### config.mk
export PLATFORM = sky130hd
export DESIGN_NAME = ppm_byte_assembler_flat
export DESIGN_NICKNAME = d
export VERILOG_FILES = /design/src/rtl/ppm_pkg.sv /design/src/rtl/ppm_byte_assembler_if.sv /design/src/rtl/ppm_crc16.sv /design/src/rtl/ppm_byte_assembler.sv /design/src/flat_wrapper.sv
export SDC_FILE = /design/constraint.sdc
export NUM_CORES = 1
export LEC_CHECK = 0
export CAP_MARGIN = 15
export CORE_MARGIN = 2
export CORE_UTILIZATION = 30
export DETAILED_ROUTE_END_ITERATION = 7
export HOLD_SLACK_MARGIN = 0.02
export PLACE_DENSITY_LB_ADDON = 0.15
export SLEW_MARGIN = 40
export SYNTH_ARGS = -nofsm -noshare
export SYNTH_HDL_FRONTEND = slang
export SYNTH_SLANG_ARGS = --single-unit
### constraint.sdc
create_clock -name clk16 -period 3.28 [get_ports clk16]
set_input_delay 0.328 -clock clk16 [delete_from_list [all_inputs] [get_ports clk16]]
set_output_delay 0.328 -clock clk16 [all_outputs]
set_load 0.01 [all_outputs]
### src/rtl/ppm_pkg.sv
// ppm_pkg: shared FSM type, CRC constants and field indices for the PPM byte assembler
package ppm_pkg;

    typedef enum logic [1:0] {IDLE, ASSEMBLE, DRAIN} ppm_state_t;

    localparam logic [15:0] CRC_POLY    = 16'h8408;
    localparam logic [15:0] CRC_INIT    = 16'hFFFF;
    localparam logic [15:0] CRC_RESIDUE = 16'hF0B8;

    localparam int DIBIT_MSB = 1;
    localparam int DIBIT_LSB = 0;
    localparam int EOF_BIT   = 2;

    // LSB-first byte update of the reflected CRC-16
    function automatic logic [15:0] crc16_byte(input logic [15:0] crc, input logic [7:0] data);
        logic [15:0] c;
        c = crc;
        for (int i = 0; i < 8; i++)
            c = (c >> 1) ^ ((c[0] ^ data[i]) ? CRC_POLY : 16'h0000);
        return c;
    endfunction

endpackage

### src/rtl/ppm_byte_assembler_if.sv
// ppm_byte_assembler_if: dibit strobe input, byte stream output and frame status
interface ppm_byte_assembler_if;
    logic       state;
    logic [2:0] data_3bits_in;
    logic       finish2bits_in;
    logic [7:0] byte_out;
    logic       byte_valid;
    logic       byte_ready;
    logic       frame_done;
    logic       frame_err;
    logic       overflow;
    logic [6:0] byte_cnt;
    logic       crc_ok;

    modport slave (
        input  state, data_3bits_in, finish2bits_in, byte_ready,
        output byte_out, byte_valid, frame_done, frame_err, overflow, byte_cnt, crc_ok
    );

    modport master (
        output state, data_3bits_in, finish2bits_in, byte_ready,
        input  byte_out, byte_valid, frame_done, frame_err, overflow, byte_cnt, crc_ok
    );
endinterface

### src/rtl/ppm_crc16.sv
// ppm_crc16: byte-wide CRC-16 register with synchronous init and update enable
module ppm_crc16 import ppm_pkg::*; (
    input  logic        i_clk,
    input  logic        i_rst_n,
    input  logic        i_init,
    input  logic        i_en,
    input  logic [7:0]  i_data,
    output logic [15:0] o_crc
);
    logic [15:0] r_crc;

    always_ff @(posedge i_clk) begin
        if (!i_rst_n)
            r_crc <= CRC_INIT;
        else if (i_init)
            r_crc <= CRC_INIT;
        else if (i_en)
            r_crc <= crc16_byte(r_crc, i_data);
    end

    assign o_crc = r_crc;
endmodule

### src/rtl/ppm_byte_assembler.sv
// ppm_byte_assembler: packs PPM dibits LSB-first into bytes behind a small FIFO.
// Define PPM_CRC16_EN to check the CRC-16 residue at end of frame.
module ppm_byte_assembler import ppm_pkg::*; #(
    parameter int FIFO_DEPTH = 4,
    parameter int MAX_BYTES  = 64
) (
    input logic                 clk16,
    input logic                 rst_n,
    ppm_byte_assembler_if.slave bus
);
    localparam int AW = $clog2(FIFO_DEPTH);
    localparam logic [7:0] MAX_B = 8'(MAX_BYTES);

    ppm_state_t r_state, w_state_nx;

    logic [7:0]    r_shift;
    logic [1:0]    r_k;
    logic [6:0]    r_byte_cnt;
    logic          r_overflow;
    logic          r_len_err;
    logic          r_frame_err;
    logic [7:0]    r_mem [FIFO_DEPTH];
    logic [AW-1:0] r_rd_ptr;
    logic [AW:0]   r_cnt;

    logic          w_start;
    logic          w_eof;
    logic          w_dibit;
    logic          w_frame_done;
    logic [7:0]    w_byte;
    logic          w_byte_done;
    logic          w_keep;
    logic          w_pop;
    logic          w_push;
    logic [AW-1:0] w_wr_ptr;

    always_ff @(posedge clk16) begin
        if (!rst_n)
            r_state <= IDLE;
        else
            r_state <= w_state_nx;
    end

    always_comb begin
        w_state_nx   = r_state;
        w_start      = 1'b0;
        w_eof        = 1'b0;
        w_dibit      = 1'b0;
        w_frame_done = 1'b0;
        case (r_state)
            IDLE: begin
                if (bus.state) begin
                    w_state_nx = ASSEMBLE;
                    w_start    = 1'b1;
                end
            end
            ASSEMBLE: begin
                // a falling state aborts even if a strobe lands on the same edge
                if (!bus.state)
                    w_state_nx = IDLE;
                else if (bus.finish2bits_in && bus.data_3bits_in[EOF_BIT]) begin
                    w_state_nx = DRAIN;
                    w_eof      = 1'b1;
                end else
                    w_dibit = bus.finish2bits_in;
            end
            DRAIN: begin
                w_frame_done = 1'b1;
                w_state_nx   = IDLE;
            end
            default: w_state_nx = IDLE;
        endcase
    end

    always_comb begin
        w_byte = r_shift;
        w_byte[{r_k, 1'b0} +: 2] = bus.data_3bits_in[DIBIT_MSB:DIBIT_LSB];
    end

    assign w_byte_done = w_dibit && (r_k == 2'd3);
    assign w_keep      = w_byte_done && ({1'b0, r_byte_cnt} < MAX_B);
    assign w_pop       = (r_cnt != '0) && bus.byte_ready;
    // depth is a power of two, so the count MSB alone means full; a same-cycle pop frees the slot
    assign w_push      = w_keep && (!r_cnt[AW] || w_pop);
    assign w_wr_ptr    = r_rd_ptr + r_cnt[AW-1:0];

    always_ff @(posedge clk16) begin
        if (!rst_n) begin
            r_shift     <= '0;
            r_k         <= '0;
            r_byte_cnt  <= '0;
            r_overflow  <= 1'b0;
            r_len_err   <= 1'b0;
            r_frame_err <= 1'b0;
            r_rd_ptr    <= '0;
            r_cnt       <= '0;
        end else begin
            if (w_start) begin
                r_shift     <= '0;
                r_k         <= '0;
                r_byte_cnt  <= '0;
                r_overflow  <= 1'b0;
                r_len_err   <= 1'b0;
                r_frame_err <= 1'b0;
            end
            if (w_dibit) begin
                r_shift <= w_byte;
                r_k     <= r_k + 2'd1;
            end
            if (w_byte_done) begin
                r_byte_cnt <= r_byte_cnt + 7'(r_byte_cnt != 7'd127);
                if (!w_keep)
                    r_len_err <= 1'b1;
                else if (!w_push)
                    r_overflow <= 1'b1;
            end
            if (w_eof)
                r_frame_err <= (r_k != 2'd0) | r_len_err;
            r_rd_ptr <= r_rd_ptr + AW'(w_pop);
            r_cnt    <= r_cnt + (AW+1)'(w_push) - (AW+1)'(w_pop);
        end
    end

    always_ff @(posedge clk16) begin
        if (!rst_n) begin
            for (int i = 0; i < FIFO_DEPTH; i++)
                r_mem[i] <= '0;
        end else if (w_push)
            r_mem[w_wr_ptr] <= w_byte;
    end

    assign bus.byte_valid = (r_cnt != '0);
    assign bus.byte_out   = bus.byte_valid ? r_mem[r_rd_ptr] : 8'h00;
    assign bus.frame_done = w_frame_done;
    assign bus.frame_err  = r_frame_err;
    assign bus.overflow   = r_overflow;
    assign bus.byte_cnt   = r_byte_cnt;

`ifdef PPM_CRC16_EN
    logic [15:0] w_crc;
    logic        r_crc_ok;

    // every assembled byte feeds the CRC, even when the FIFO drops it
    ppm_crc16 u_crc (
        .i_clk   (clk16),
        .i_rst_n (rst_n),
        .i_init  (w_start),
        .i_en    (w_byte_done),
        .i_data  (w_byte),
        .o_crc   (w_crc)
    );

    always_ff @(posedge clk16) begin
        if (!rst_n)
            r_crc_ok <= 1'b0;
        else if (w_start)
            r_crc_ok <= 1'b0;
        else if (w_eof)
            r_crc_ok <= (w_crc == CRC_RESIDUE);
    end

    assign bus.crc_ok = r_crc_ok;
`else
    assign bus.crc_ok = w_frame_done;
`endif
endmodule

### src/flat_wrapper.sv
// flat-port wrapper written by rule: the top's interface ports become plain ports
module ppm_byte_assembler_flat import ppm_pkg::*;
#(
    parameter int FIFO_DEPTH = 4,
    parameter int MAX_BYTES  = 64
)
  (clk16, rst_n, bus_state, bus_data_3bits_in, bus_finish2bits_in, bus_byte_ready, bus_byte_out, bus_byte_valid, bus_frame_done, bus_frame_err, bus_overflow, bus_byte_cnt, bus_crc_ok);
  ppm_byte_assembler_if bus_i ();
  input logic clk16;
  input logic rst_n;
  input wire logic [$bits(bus_i.state)-1:0] bus_state;
  input wire logic [$bits(bus_i.data_3bits_in)-1:0] bus_data_3bits_in;
  input wire logic [$bits(bus_i.finish2bits_in)-1:0] bus_finish2bits_in;
  input wire logic [$bits(bus_i.byte_ready)-1:0] bus_byte_ready;
  output wire logic [$bits(bus_i.byte_out)-1:0] bus_byte_out;
  output wire logic [$bits(bus_i.byte_valid)-1:0] bus_byte_valid;
  output wire logic [$bits(bus_i.frame_done)-1:0] bus_frame_done;
  output wire logic [$bits(bus_i.frame_err)-1:0] bus_frame_err;
  output wire logic [$bits(bus_i.overflow)-1:0] bus_overflow;
  output wire logic [$bits(bus_i.byte_cnt)-1:0] bus_byte_cnt;
  output wire logic [$bits(bus_i.crc_ok)-1:0] bus_crc_ok;
  assign bus_i.state = bus_state;
  assign bus_i.data_3bits_in = bus_data_3bits_in;
  assign bus_i.finish2bits_in = bus_finish2bits_in;
  assign bus_i.byte_ready = bus_byte_ready;
  assign bus_byte_out = bus_i.byte_out;
  assign bus_byte_valid = bus_i.byte_valid;
  assign bus_frame_done = bus_i.frame_done;
  assign bus_frame_err = bus_i.frame_err;
  assign bus_overflow = bus_i.overflow;
  assign bus_byte_cnt = bus_i.byte_cnt;
  assign bus_crc_ok = bus_i.crc_ok;
  ppm_byte_assembler #(.FIFO_DEPTH(FIFO_DEPTH), .MAX_BYTES(MAX_BYTES)) u_core (.clk16(clk16), .rst_n(rst_n), .bus(bus_i));
endmodule
---- After elaboration in Yosys (flattened, before gate mapping) ----
Memory sizes are Yosys's and may differ from the RTL's. A register that Yosys moved wholly into a read port is not among the register bits.
Cells that the tools add are included.
word-level totals
  register bits after elaboration ......... 27
  bits in writable memories ............... 32
  input port bits ......................... 8
  output and inout port bits .............. 20
  logic and storage cells ................. 80
  memories ................................ 1
operators by class
  $add $sub $neg .......................... 7
  $lt $le $gt $ge ......................... 1
  eq/ne operators ......................... 6
  shift-type cells ........................ 2
  mux-type cells .......................... 38
  bitwise logic cells ..................... 1
  reduce and logical (&&, ||, !) cells .... 15
memories
  name          words  bits a word  read ports  clocked after memory_dff  wr ports  RTL line                  source
  u_core.r_mem  4      8            1           1                         4         ppm_byte_assembler.sv:22  logic [7:0] r_mem [FIFO_DEPTH];
operator list
  cell                                                 count
  2-to-1 mux 8 bit                                     4
  2-to-1 mux 1 bit                                     23
  2-to-1 mux 2 bit                                     7
  2-to-1 mux 7 bit                                     2
  bitwise mux 8 bit                                    1
  nonzero test 2 bit                                   4
  OR reduction 8 bit                                   1
  variable shift 2 x 5 -> 8 bit, first input constant  1
  indexed part select 2 x 5 -> 8 bit                   1
  adder 7 x 1 -> 7 bit                                 1
  less-than comparator 7 bit, second input constant    1
  != test 7 bit, second input constant                 1
  logical AND 1 bit                                    5
  negation 3 -> 5 bit                                  1
  equality test 2 bit, second input constant           2
  case mux 2 bit (2 select lines)                      1
  adder 3 x 1 -> 3 bit                                 1
  != test 3 x 2 -> 1 bit, second input constant        1
  nonzero test 3 bit                                   1
  subtractor 3 x 1 -> 3 bit                            1
  adder 2 x 1 -> 2 bit                                 1
  adder 2 x 1 -> 2 bit, second input constant          1
  adder 2 bit                                          1
  equality test 2 x 1 -> 1 bit, second input constant  1
  6 further kinds                                      6

---- Logic depth before layout (Yosys ltp) ----
  word-level depth ........................ 12
  depth in mapped cells ................... 10
  gate-level depth less buffers ........... 9

---- Worst setup path before layout ----
No wires, ideal clock.
  path kind ............................... register to register
  from .................................... reg u_core.r_cnt[0]
  to ...................................... reg u_core.r_cnt[2]
  arrival ................................. 2.371 ns
  path slack .............................. 0.794 ns
  stages on the path, launching flop included .. 10
  buffers on the path ..................... 0
  clock period less this slack ............ 2.486 ns
  cell sequence ........................... dfxtp_1 nor3_1 nor2b_1 ha_1 inv_1 ha_1 fa_1 xnor2_1 xnor2_1 and2_1
between the ends
  longest elaborated chain between the ends .. 6
RTL lines
  item                         RTL line                   source
  start, declared              ppm_byte_assembler.sv:24   logic [AW:0] r_cnt;
  start signal, assigned       ppm_byte_assembler.sv:120  r_cnt <= r_cnt + (AW+1)'(w_push) - (AW+1)'(w_pop);
  nonzero test 3 bit           ppm_byte_assembler.sv:82   assign w_pop = (r_cnt != '0) && bus.byte_ready;
  logical AND 1 bit            ppm_byte_assembler.sv:82
  logical OR 1 bit             ppm_byte_assembler.sv:84   assign w_push = w_keep && (!r_cnt[AW] || w_pop);
  logical AND 1 bit            ppm_byte_assembler.sv:84
  adder 3 x 1 -> 3 bit         ppm_byte_assembler.sv:120
  subtractor 3 x 1 -> 3 bit *  ppm_byte_assembler.sv:120
Every way passes the cells marked *; elsewhere a longest branch is shown, timed or not.
A chain may end at the register's enable or synchronous reset.

==> reports/results.ini <==
[clocking]
cts_tree = built
cts_buffers = 9
clock_sinks = 59
cts_resized = 0
clock_latency_ps = 340
clk_pin_slew_ps = 70
htree_levels = 3
post-cts-setup-buffers = 0
cts_max_path_buffers = 2
root_buffer = clkbuf_8
holdBufCountCts = 0

[power_and_ir_drop]
finalPower_mw = 2.157
p_int_mw = 1.457
combinationalPowerShare_pct = 29.0
power_density_nw_per_um2 = 596.0
seq_power_share_pct = 40.8
peakVddDrop_v = 0.0002074
switching_share_pct = 32.44
p_switching_mw = 0.6995
p_leak_nw = 1.174
clock_power_share_pct = 30.2

[place]
postPlaceCellArea_um2 = 3426
hpwl_mm = 4.505
io_buffers = 27
place.gp.congestion = 0.7015

[critical_path]
path_class = flop to output pin
worstPathMaxFanout = 10
critPathLaunchType = flop
crit_family = flip-flops
required_ps = 2950
crit_buf_inv = 1
worst-r2r-cell-count = 5
critPathMaxStageDelay_ps = 750
crit_chain = mux4_2 > nor2b_1 > clkdlybuf4s50_1
r2r_start = u_core.r_rd_ptr[0]
cpMaxStageDelayCell = dfxtp_1
worstSetupEndpointType = output pin
r2r-end = u_core.r_mem[2][0]
rrSetupSlack_ps = 830
cp.arrival_ps = 2280
crit_path_start = u_core.r_rd_ptr[0]

[global_route]
overflow = 0
antenna_found_initial = 0
grt_max_degree = 33
grtUsageTotal_pct = 12.66
grt_pass1_vias = 2021
grt_pass1_wl_mm = 10.64

[synthesis]
synth_flop_cell = edfxtp_1
synth_adder_area_share_pct = 5.241
yosys-top-cells-area = edfxtp_1 (32%), dfxtp_1 (18%), mux4_2 (6.0%)
syn_area_um2 = 3008
netlist_instances = 261
syn_area_per_cell_um2 = 11.52
synth_top_area_share_pct = 31.95
synth-edff-count = 32
synth.net_count = 281
ys_ff_latch = 59
ys_seq_area_share_pct = 49.92
synth-xor-area-share_pct = 1.622
synthSimpleGateAreaFrac_pct = 23.25
synth_compound_area_share_pct = 8.735
yosys.area.top_type = edfxtp_1
synth_top_family_by_area = simple AND/OR/NAND/NOR gates
ys_warn_count = 0
ys_types = 45
synth.mux.area_fraction_pct = 6.988
ys_async_sr_fraction_pct = 0

[worst_hold_path]
hp-class = flop to flop
min_from = u_core.bus.frame_err
hold_end = u_core.bus.frame_err
whs_path_depth = 2

[routing]
drt_iter0_markers = 84
drc = 0
drt_first_pass_iters = 4
avgViaCountPerCell = 4.890
routedWlPerCell_um = 15.21
drt_wl_total_mm = 6.525
vias = 2098
antenna_left = 0

[floorplanning]
core_um2 = 9774
die-width_um = 104.1
die_area_um2 = 10840
die_y_um = 104.1
rows = 36
io_pins = 28
initial_core_util_pct = 30.77

[timing]
max_slew_margin_pct = 50.95
setup_viol = 0
fin_skew_ps = 8.737
rsz0062_at_grt = no
setup-tns-final_ps = 0
fmax_ghz = 0.3828
period_share_pct = 79.65
finalHoldViolCount = 0
finalMaxSlewViolations = 0
worst_slew_pin_slew_ps = 735.7
finalCriticalPeriod_ps = 2612

[finish]
layout_common_cells = edfxtp_1 (32), clkdlybuf4s50_1 (27), dfxtp_1 (27)
n_antenna_cell = 0
final_area_um2 = 3618
drive_gt1_share_pct = 14.19
fin_util_pct = 37.02
area_delta_synth_final_pct = 20.30
nets = 311
final_common_cell = edfxtp_1

[run]
maxCapViolCount = 0

[outcome]
outcome = finished, final reports clean

==> flip-flops by register name (all words and copies together) (netlist names) <==
name	cells
u_core.bus.byte_cnt	7
u_core.bus.frame_err	1
u_core.bus.overflow	1
u_core.r_cnt	3
u_core.r_k	2
u_core.r_len_err	1
u_core.r_mem	32
u_core.r_rd_ptr	2
u_core.r_shift	8
u_core.r_state	2
==> how the worst max path moves through the flow <==
stage                 endpoint  slack [ps]  cells past startpoint
2_1_floorplan  u_core.r_cnt[2]         790                      9
3_3_place_gp   u_core.r_cnt[2]         720                      9
3_5_place_dp   u_core.r_cnt[2]         690                      9
4_1_cts        bus_byte_out[2]         600                      3
5_1_grt        bus_byte_out[5]         530                      3
6_report       bus_byte_out[2]         670                      3
==> area by class of cell <==
cell class	instances	area (um^2)
sequential	59	1501
fill	977	6156
tap	133	166.4
clock buffer	9	123.9
multi-input combinational	174	1379
timing repair buffer	36	337.8
inverter	11	41.29
clock inverter	7	68.82
==> tightest hold or removal path, delay by kind of cell, from the launching register on <==
| kind | cells | cell delay (ps) |
|---|---|---|
| and+or+nand+nor | 1 | 50 |
| DFF | 1 | 310 |
| AOI/OAI and AO/OA | 1 | 50 |
==> power by group through the flow <==
stage          sequential [mW]  clock (mW)  combinational [mW]
2_1_floorplan            0.852           0               0.452
3_3_place_gp             0.898           0               0.643
3_5_place_dp             0.900           0               0.643
4_1_cts                  0.883       0.671               0.645
5_1_grt                  0.891       0.700               0.689
6_report                 0.880       0.651               0.626
==> stage by stage <==
| stage | hold WS, ps | setup slack, ps | cells |
|---|---|---|---|
| 2_1_floorplan | 424.7 | 794.2 | 261 |
| 3_3_place_gp | 437.4 | 718.6 | 413 |
| 3_5_place_dp | 443.6 | 685.0 | 413 |
| 4_1_cts | 459.0 | 603.8 | 429 |
| 5_1_grt | 475.9 | 529.8 | 429 |
| 6_report | 454.3 | 667.6 | 429 |
==> layer usage <==
metal / vias to the layer above / track usage [%] / part of all wire, %
met5: - / 0 / 0
met2: 39 / 20.16 / 46
met1: 998 / 16.41 / 49
met4: 0 / 5.212 / 1.3
li1: 1054 / - / -
met3: 7 / 3.195 / 3.6
==> kinds of logic after synthesis <==
group           after synthesis
buf+inv                      28
mux                          11
compound gates               38
xor+xnor                      4
simple gates                109
fa+ha+maj                    12
flops                        59
==> cell usage after synthesis, types with 8 or more instances <==
master,n
clkbuf_1,8
nor3_1,11
nor4_2,8
nand2_1,9
inv_1,10
a31oi_1,8
nor4_1,16
ha_1,11
a21oi_1,8
edfxtp_1,32
mux4_2,8
nand3_1,11
nor2b_1,23
dfxtp_1,27
o2bb2ai_1,9
(Power assumes the default switching activity.)
